## config.mk

```make
export PLATFORM = sky130hd
export DESIGN_NAME = mem_access_ctl_flat
export DESIGN_NICKNAME = d
export VERILOG_FILES = /design/src/rtl/mem_access_ctl_if.sv /design/src/rtl/mem_access_ctl.sv /design/src/flat_wrapper.sv
export SDC_FILE = /design/constraint.sdc
export NUM_CORES = 1
export LEC_CHECK = 0
export CORE_MARGIN = 10
export CORE_UTILIZATION = 38
export CTS_CLUSTER_DIAMETER = 150
export DETAILED_ROUTE_END_ITERATION = 10
export GPL_TIMING_DRIVEN = 0
export PLACE_DENSITY_LB_ADDON = 0.12
export SLEW_MARGIN = 0
export SYNTH_ARGS = -nofsm -noshare
export SYNTH_HDL_FRONTEND = slang
export SYNTH_SLANG_ARGS = --single-unit
```

## constraint.sdc

```tcl
create_clock -name clk -period 1.65 [get_ports clk]
set_input_delay 0.2475 -clock clk [delete_from_list [all_inputs] [get_ports clk]]
set_output_delay 0.2475 -clock clk [all_outputs]
set_load 0.02 [all_outputs]
```

## src/rtl/mem_access_ctl_if.sv

```systemverilog
// Data-memory request/response bus between the MEM-stage controller and the
// multi-cycle data memory.
interface mem_access_ctl_if;
    logic        dmem_en;
    logic        dmem_wr;
    logic [15:0] dmem_addr;
    logic [15:0] dmem_wdata;
    logic        dmem_done;
    logic [15:0] dmem_rdata;

    // Controller side: issues requests, consumes completion and read data.
    modport master (
        output dmem_en, dmem_wr, dmem_addr, dmem_wdata,
        input  dmem_done, dmem_rdata
    );

    // Memory side: accepts requests, returns completion and read data.
    modport slave (
        input  dmem_en, dmem_wr, dmem_addr, dmem_wdata,
        output dmem_done, dmem_rdata
    );
endinterface

```

## src/rtl/mem_access_ctl.sv

```systemverilog
// MEM-stage access controller: runs one handshaked transaction per load/store
// against a multi-cycle data memory, stalls the pipeline while it is
// outstanding, returns load data, and latches unaligned/timeout faults.
module mem_access_ctl #(
    parameter int unsigned TIMEOUT = 64
) (
    input  logic                    clk,
    input  logic                    rst,
    input  logic                    valid_in,
    input  logic                    memRead,
    input  logic                    memWrite,
    input  logic [15:0]             addr,
    input  logic [15:0]             wrtData,
    mem_access_ctl_if.master        dmem,
    output logic [15:0]             memData,
    output logic                    mem_stall,
    output logic                    valid_out,
    output logic                    err
);

    localparam int unsigned CNT_W = $clog2(TIMEOUT);
    localparam logic [CNT_W-1:0] CNT_LAST = CNT_W'(TIMEOUT - 1);

    typedef enum logic [2:0] {
        IDLE,
        REQ,
        WAIT,
        RESP,
        ERR
    } state_t;

    state_t           state;
    logic [CNT_W-1:0] wait_cnt;
    logic             acc;

    assign acc = valid_in & (memRead | memWrite);

    // Transaction FSM with registered request, load-data and fault outputs.
    always_ff @(posedge clk or posedge rst) begin
        if (rst) begin
            state           <= IDLE;
            dmem.dmem_en    <= 1'b0;
            dmem.dmem_wr    <= 1'b0;
            dmem.dmem_addr  <= '0;
            dmem.dmem_wdata <= '0;
            memData         <= '0;
            err             <= 1'b0;
            wait_cnt        <= '0;
        end else begin
            case (state)
                IDLE: begin
                    if (acc) begin
                        if (!addr[0]) begin
                            dmem.dmem_en    <= 1'b1;
                            dmem.dmem_wr    <= memWrite;
                            dmem.dmem_addr  <= addr;
                            dmem.dmem_wdata <= wrtData;
                            state           <= REQ;
                        end else begin
                            // Unaligned: fault without touching the memory bus.
                            err   <= 1'b1;
                            state <= ERR;
                        end
                    end
                end
                REQ: begin
                    // Strobe lasts exactly this one cycle; done cannot arrive yet.
                    dmem.dmem_en <= 1'b0;
                    wait_cnt     <= '0;
                    state        <= WAIT;
                end
                WAIT: begin
                    // Completion takes priority over a coincident timeout.
                    if (dmem.dmem_done) begin
                        if (!dmem.dmem_wr) begin
                            memData <= dmem.dmem_rdata;
                        end
                        state <= RESP;
                    end else if (wait_cnt == CNT_LAST) begin
                        err   <= 1'b1;
                        state <= ERR;
                    end else begin
                        wait_cnt <= wait_cnt + 1'b1;
                    end
                end
                RESP: begin
                    state <= IDLE;
                end
                ERR: begin
                    dmem.dmem_en <= 1'b0;
                end
                default: begin
                    state <= IDLE;
                end
            endcase
        end
    end

    // Pipeline handshake: stall while a transaction is pending, complete on RESP.
    always_comb begin
        mem_stall = 1'b0;
        valid_out = 1'b0;
        case (state)
            IDLE: begin
                mem_stall = acc;
                valid_out = valid_in & ~acc;
            end
            REQ, WAIT, ERR: begin
                mem_stall = 1'b1;
            end
            RESP: begin
                valid_out = 1'b1;
            end
            default: begin
                mem_stall = 1'b1;
            end
        endcase
    end

endmodule

```

## src/flat_wrapper.sv

```systemverilog
// flat-port wrapper written by rule: the top's interface ports become plain ports
module mem_access_ctl_flat 
#(
    parameter int unsigned TIMEOUT = 64
)
  (clk, rst, valid_in, memRead, memWrite, addr, wrtData, memData, mem_stall, valid_out, err, dmem_dmem_en, dmem_dmem_wr, dmem_dmem_addr, dmem_dmem_wdata, dmem_dmem_done, dmem_dmem_rdata);
  mem_access_ctl_if dmem_i ();
  input  logic clk;
  input  logic rst;
  input  logic valid_in;
  input  logic memRead;
  input  logic memWrite;
  input  logic [15:0] addr;
  input  logic [15:0] wrtData;
  output logic [15:0] memData;
  output logic mem_stall;
  output logic valid_out;
  output logic err;
  output wire logic [$bits(dmem_i.dmem_en)-1:0] dmem_dmem_en;
  output wire logic [$bits(dmem_i.dmem_wr)-1:0] dmem_dmem_wr;
  output wire logic [$bits(dmem_i.dmem_addr)-1:0] dmem_dmem_addr;
  output wire logic [$bits(dmem_i.dmem_wdata)-1:0] dmem_dmem_wdata;
  input wire logic [$bits(dmem_i.dmem_done)-1:0] dmem_dmem_done;
  input wire logic [$bits(dmem_i.dmem_rdata)-1:0] dmem_dmem_rdata;
  assign dmem_dmem_en = dmem_i.dmem_en;
  assign dmem_dmem_wr = dmem_i.dmem_wr;
  assign dmem_dmem_addr = dmem_i.dmem_addr;
  assign dmem_dmem_wdata = dmem_i.dmem_wdata;
  assign dmem_i.dmem_done = dmem_dmem_done;
  assign dmem_i.dmem_rdata = dmem_dmem_rdata;
  mem_access_ctl #(.TIMEOUT(TIMEOUT)) u_core (.clk(clk), .rst(rst), .valid_in(valid_in), .memRead(memRead), .memWrite(memWrite), .addr(addr), .wrtData(wrtData), .dmem(dmem_i), .memData(memData), .mem_stall(mem_stall), .valid_out(valid_out), .err(err));
endmodule
```

## Yosys cells after proc, flatten, opt, wreduce, memory -nomap -nowiden

Index checks and enable logic that the tools add are counted.
Widths: inputs -> output; s select.

| cells by class | value |
|---|---|
| add/subtract/negate cells | 1 |
| eq/ne operators | 12 |
| muxes and demuxes | 18 |
| bitwise operators | 7 |
| reductions and logical operators | 11 |

Operators with widths:

| operator | number |
|---|---|
| $reduce_and 3->1 | 5 |
| $mux 3 | 4 |
| $mux 6 | 2 |
| $pmux 3 s4 | 1 |
| $pmux 6 s2 | 1 |
| $ne 2x2->1 const B | 4 |
| $pmux 1 s2 | 4 |
| $add 6x1->6 const B | 1 |
| $eq 3x2->1 const B | 2 |
| $eq 6x6->1 const B | 1 |
| $mux 1 | 6 |
| $reduce_bool 2->1 | 3 |
| $reduce_and 5->1 | 1 |
| $ne 2x1->1 const B | 2 |
| $not 1->1 | 4 |
| $eq 3x1->1 const B | 1 |
| $eq 3x3->1 const B | 1 |
| $logic_not 3->1 | 1 |
| $ne 3x2->1 const B | 1 |
| $and 1x1->1 | 2 |
| $reduce_or 2->1 | 1 |
| $or 1x1->1 | 1 |

| word-level totals | value |
|---|---|
| flip-flop bits (word level) | 59 |
| input bits | 54 |
| output and inout port bits | 53 |

## Longest topological paths before layout

| depth | value |
|---|---|
| depth after elaboration | 5 |
| gate-level depth with buffers | 5 |

## Worst setup path after synthesis

OpenSTA, ideal clock, no wires.

| path | value |
|---|---|
| path kind | reg2reg |
| from | reg u_core.state[2] |
| to | reg u_core.dmem.dmem_addr[11] |
| library setup time | 125 ps |
| arrival time | 1675 ps |
| data required time | 1525 ps |
| path slack | -149 ps |
| cell stages (with the launch flop) | 6 |
| period minus slack after synthesis | 1799 ps |
| path through | dfrtp_1 > buf_6 > or2_4 > nor4_4 > buf_6 > mux2_2 |

| on the way | value |
|---|---|
| word-level cells in the longest chain between the ends | 2 |

Ends and longest elaborated chain:

| item | line | RTL |
|---|---|---|
| start: declaration | mem_access_ctl.sv:32 | `state_t state;` |
| start signal: assignment | mem_access_ctl.sv:41 | `state <= IDLE;` |
| start signal: assignment | mem_access_ctl.sv:58 | `state <= REQ;` |
| start signal: assignment | mem_access_ctl.sv:62 | `state <= ERR;` |
| $logic_not 3->1 | mem_access_ctl.sv:50 | `case (state)` |
| $reduce_and 3->1 (no source line) | - |  |
| end signal: assignment | mem_access_ctl.sv:56 | `dmem.dmem_addr <= addr;` |
| end: declaration | mem_access_ctl_if.sv:13 | `output dmem_en, dmem_wr, dmem_addr, dmem_wdata,` |

No other way between the ends.
A chain may end at the register's enable or synchronous reset.

## Final worst setup path

| path | value |
|---|---|
| from | reg u_core.state[1] |
| to | reg u_core.dmem.dmem_addr[5] |

Same word-level chain as after synthesis.

==> summary.md <==
| Metric | Value |
|---|---|
| Worst vdd ir | `1.08 mV` |
| Final hold violations | `0` |
| Synthesized area | `2500 µm²` |
| Core Area | `6390 µm²` |
| Drt pass-1 iters | `4` |
| Fill cells | `493` |
| Type of the worst setup path | `reg2reg` |
| RSZ-0062 raised after global routing | `true` |
| DRC Markers | `0` |
| Initial antenna violation count | `0` |
| Max frequency | `570 MHz` |
| H-tree levels | `3` |
| Crit path time final | `1.75 ns` |
| Yosys warning total | `0` |
| Clock network power share | `0.165` |
| Boundary pin count | `107` |
| Crit. Startpoint | `u_core.state[1]$_DFFE_PP0P_` |
| Leakage | `1.88 nW` |
| Clock root cell | `clkbuf_8` |
| First-pass GRT wire length | `11.2 mm` |
| Share of the synthesized area in the top cell type | `0.590` |
| WHS | `0.248 ns` |
| Clock sink total | `59` |
| Power share of the sequential group | `0.323` |
| Clock buffer depth | `2` |
| Outcome | `finished with violations` |
| Remaining antenna violation count | `0` |
| Clk slew on worst S/H paths | `0.07 ns` |
| Failing checks | `negative setup slack` |
| Cell count after synthesis | `179` |
| Crit. End Element | `flop` |
| Post-DP Area | `3670 µm²` |
| Most common cell after layout, fill and taps aside | `clkdlybuf4s50_1` |
| Initial DRC Count | `46` |
| Final Setup Violations | `50` |
| WL per Instance | `18.0 µm` |
| Syn_nets | `234` |
| Die height | `101 µm` |
| Routability cong. | `0.801` |
| HP Class | `in2async` |
| Row count | `29` |
| Share of post-route cells with drive strength above 1 | `0.366` |
| Via count | `1978` |
| GRT Residual Overflow | `0` |
| Ranking of synthesized cells by area | `dfrtp_1, mux2_2, buf_6, nand2_1, a21oi_1` |
| Routed wire length | `7.20 mm` |
| Layout area overhead | `74.2%` |
| Setup TNS | `-2.86 ns` |
| NetSw | `2.72 mW` |
| Cell Int Power | `5.20 mW` |
| Layout Skew | `0.00607 ns` |
| Syn Area/Cell | `14.0 µm²` |
| Max Cap Viol | `0` |
| WP data required | `1.87 ns` |
| Pwr dens | `1820 nW/µm²` |
| Sw Share | `0.343` |
| RR Startpoint | `u_core.state[1]$_DFFE_PP0P_` |
| Worst-Skew Late Latency | `0.34 ns` |
| Dpl hpwl | `4.82 mm` |
| Initial Utilization | `0.392` |
| Flops & latches, synth | `59` |
| Most frequent cells in the layout | `clkdlybuf4s50_1, dfrtp_1, mux2_4` |
| Most area-hungry cell type in the Yosys netlist | `dfrtp_1` |
| Net count, final | `372` |
| Register area | `1480 µm²` |
| Critical Path Start Type | `flop` |
| Final instance area | `4360 µm²` |
| Post-layout power | `7.92 mW` |
| Final WS setup | `-0.103 ns` |
| Combinational power share | `0.512` |
| Distinct cells, synth | `39` |
| CTS buffer count | `9` |
| CP max FO | `10` |
| Port buffer count | `105` |
| Vias in the first global route | `2131` |
| GRT Total Usage | `0.137` |
| Antenna cells | `0` |
| Largest net degree at the start of global routing | `60` |
| Die Area | `10200 µm²` |
| DR vias/cell | `4.96` |
| Period utilisation layout | `1.06` |
| Post-synthesis sequential area ratio | `0.590` |
| Max Slew Vio Count | `0` |
| Die X-Extent | `101 µm` |
| Multi-input gate area | `1150 µm²` |
| CP arrival | `1.98 ns` |
| CTS tree | `done` |
timing repair:
action | 4_1_cts | 5_1_grt
resized for setup | 53 | 39
pin swaps | 7 | 3
hold buffers | 0 | 0
setup buffers | 12 | 8
endpoints found under the setup margin | 52 | 58
cloned | 1 | 1
synthesized netlist by cell type, drive strengths merged:
| cell | instances |
|---|---|
| nor3b | 1 |
| inv | 3 |
| or3b | 1 |
| conb | 1 |
| ha | 1 |
| or4b | 2 |
| nand2 | 9 |
| nor4 | 1 |
| mux2 | 48 |
| or3 | 2 |
| o31a | 1 |
| o21ai | 3 |
| or2 | 2 |
| a21o | 1 |
| nor3 | 2 |
| nor4b | 1 |
| xor2 | 1 |
| o22ai | 3 |
| or4 | 1 |
| nor2b | 1 |
| a221oi | 1 |
| o211ai | 4 |
| a21oi | 6 |
| a31oi | 2 |
| buf | 7 |
| o21a | 1 |
| mux2i | 2 |
| nand3 | 4 |
| clkbuf | 2 |
| dfrtp | 59 |
| nand2b | 1 |
| a211o | 1 |
| nor2 | 4 |
metal layers:
layer,global-route usage,wire [µm],up-vias
met3,0.0830,733,6
met5,0,0,-
met4,0.0354,58,0
met1,0.158,2890,979
li1,-,-,922
met2,0.209,3520,71
logic make-up (layout without fill, tap and decap cells):
group / after synthesis / after routing / share of synthesized area
flip-flops: 59 / 59 / 0.590
multiplexers: 50 / 50 / 0.224
AND/OR/NAND/NOR: 32 / 32 / 0.0830
AO/OA/AOI/OAI: 23 / 23 / 0.0595
buffers and inverters: 12 / 155 / 0.0335
adder cells (fa/ha/maj): 1 / 1 / 0.00500
other: 1 / 1 / 0.00150
XOR/XNOR: 1 / 1 / 0.00350
final cells by class:
type	count	share of cell area
Buffer	8	0.0261
Tap cell	77	0.0221
Multi-Input combinational cell	108	0.265
Inverter	3	0.00344
Clock inverter	6	0.0149
Sequential cell	59	0.339
Timing Repair Buffer	128	0.298
Clock buffer	10	0.0316
worst max-delay path, cell delays in order, from the launching register on:
cell      delay [ns]
dfrtp_1         0.40
nand2b_4        0.16
buf_12          0.13
nor4_4          0.26
buf_6           0.21
buf_12          0.15
mux2_2          0.33
power by group through the flow:
stage / sequential, mW / clock [mW] / combinational [mW]
after floorplan: 3.28 / 0 / 1.03
after global placement: 2.51 / 0 / 3.44
after detailed placement: 2.55 / 0 / 3.47
after CTS: 2.55 / 1.35 / 3.82
after global routing: 2.66 / 1.42 / 4.27
final: 2.56 / 1.31 / 4.05
registers in the layout, indices dropped and copies added, names as in the netlist:
name and count:
u_core.dmem.dmem_wdata 16, u_core.memData 16, u_core.dmem.dmem_addr 15, u_core.wait_cnt 6
u_core.state 3, u_core.dmem.dmem_en 1, u_core.dmem.dmem_wr 1, u_core.err 1
per-stage QoR:
step	std cells	setup slack [ns]	utilization
3_3_place_gp	361	-0.757	0.575
5_1_grt	399	-0.189	0.683
6_report	399	-0.103	0.683
2_1_floorplan	179	-0.148	-
3_5_place_dp	361	-0.749	0.575
4_1_cts	390	-0.0869	0.647
path summary, 6_finish.rpt:
path                                                    endpoint  slack (ns)  depth (start not counted)
min reg2reg                       u_core.memData[15]$_DFFE_PP0P_        0.51                          1
max in group asynchronous         u_core.wait_cnt[0]$_DFFE_PP0P_        0.86                          3
min                        u_core.dmem.dmem_addr[15]$_DFFE_PP0P_        0.25                          2
max                         u_core.dmem.dmem_addr[5]$_DFFE_PP0P_       -0.10                          6
min in group clk                 u_core.dmem.dmem_wr$_DFFE_PP0P_        0.37                          2
max reg2reg                 u_core.dmem.dmem_addr[5]$_DFFE_PP0P_       -0.10                          6
Note: power is estimated with default switching activity, not from simulation.
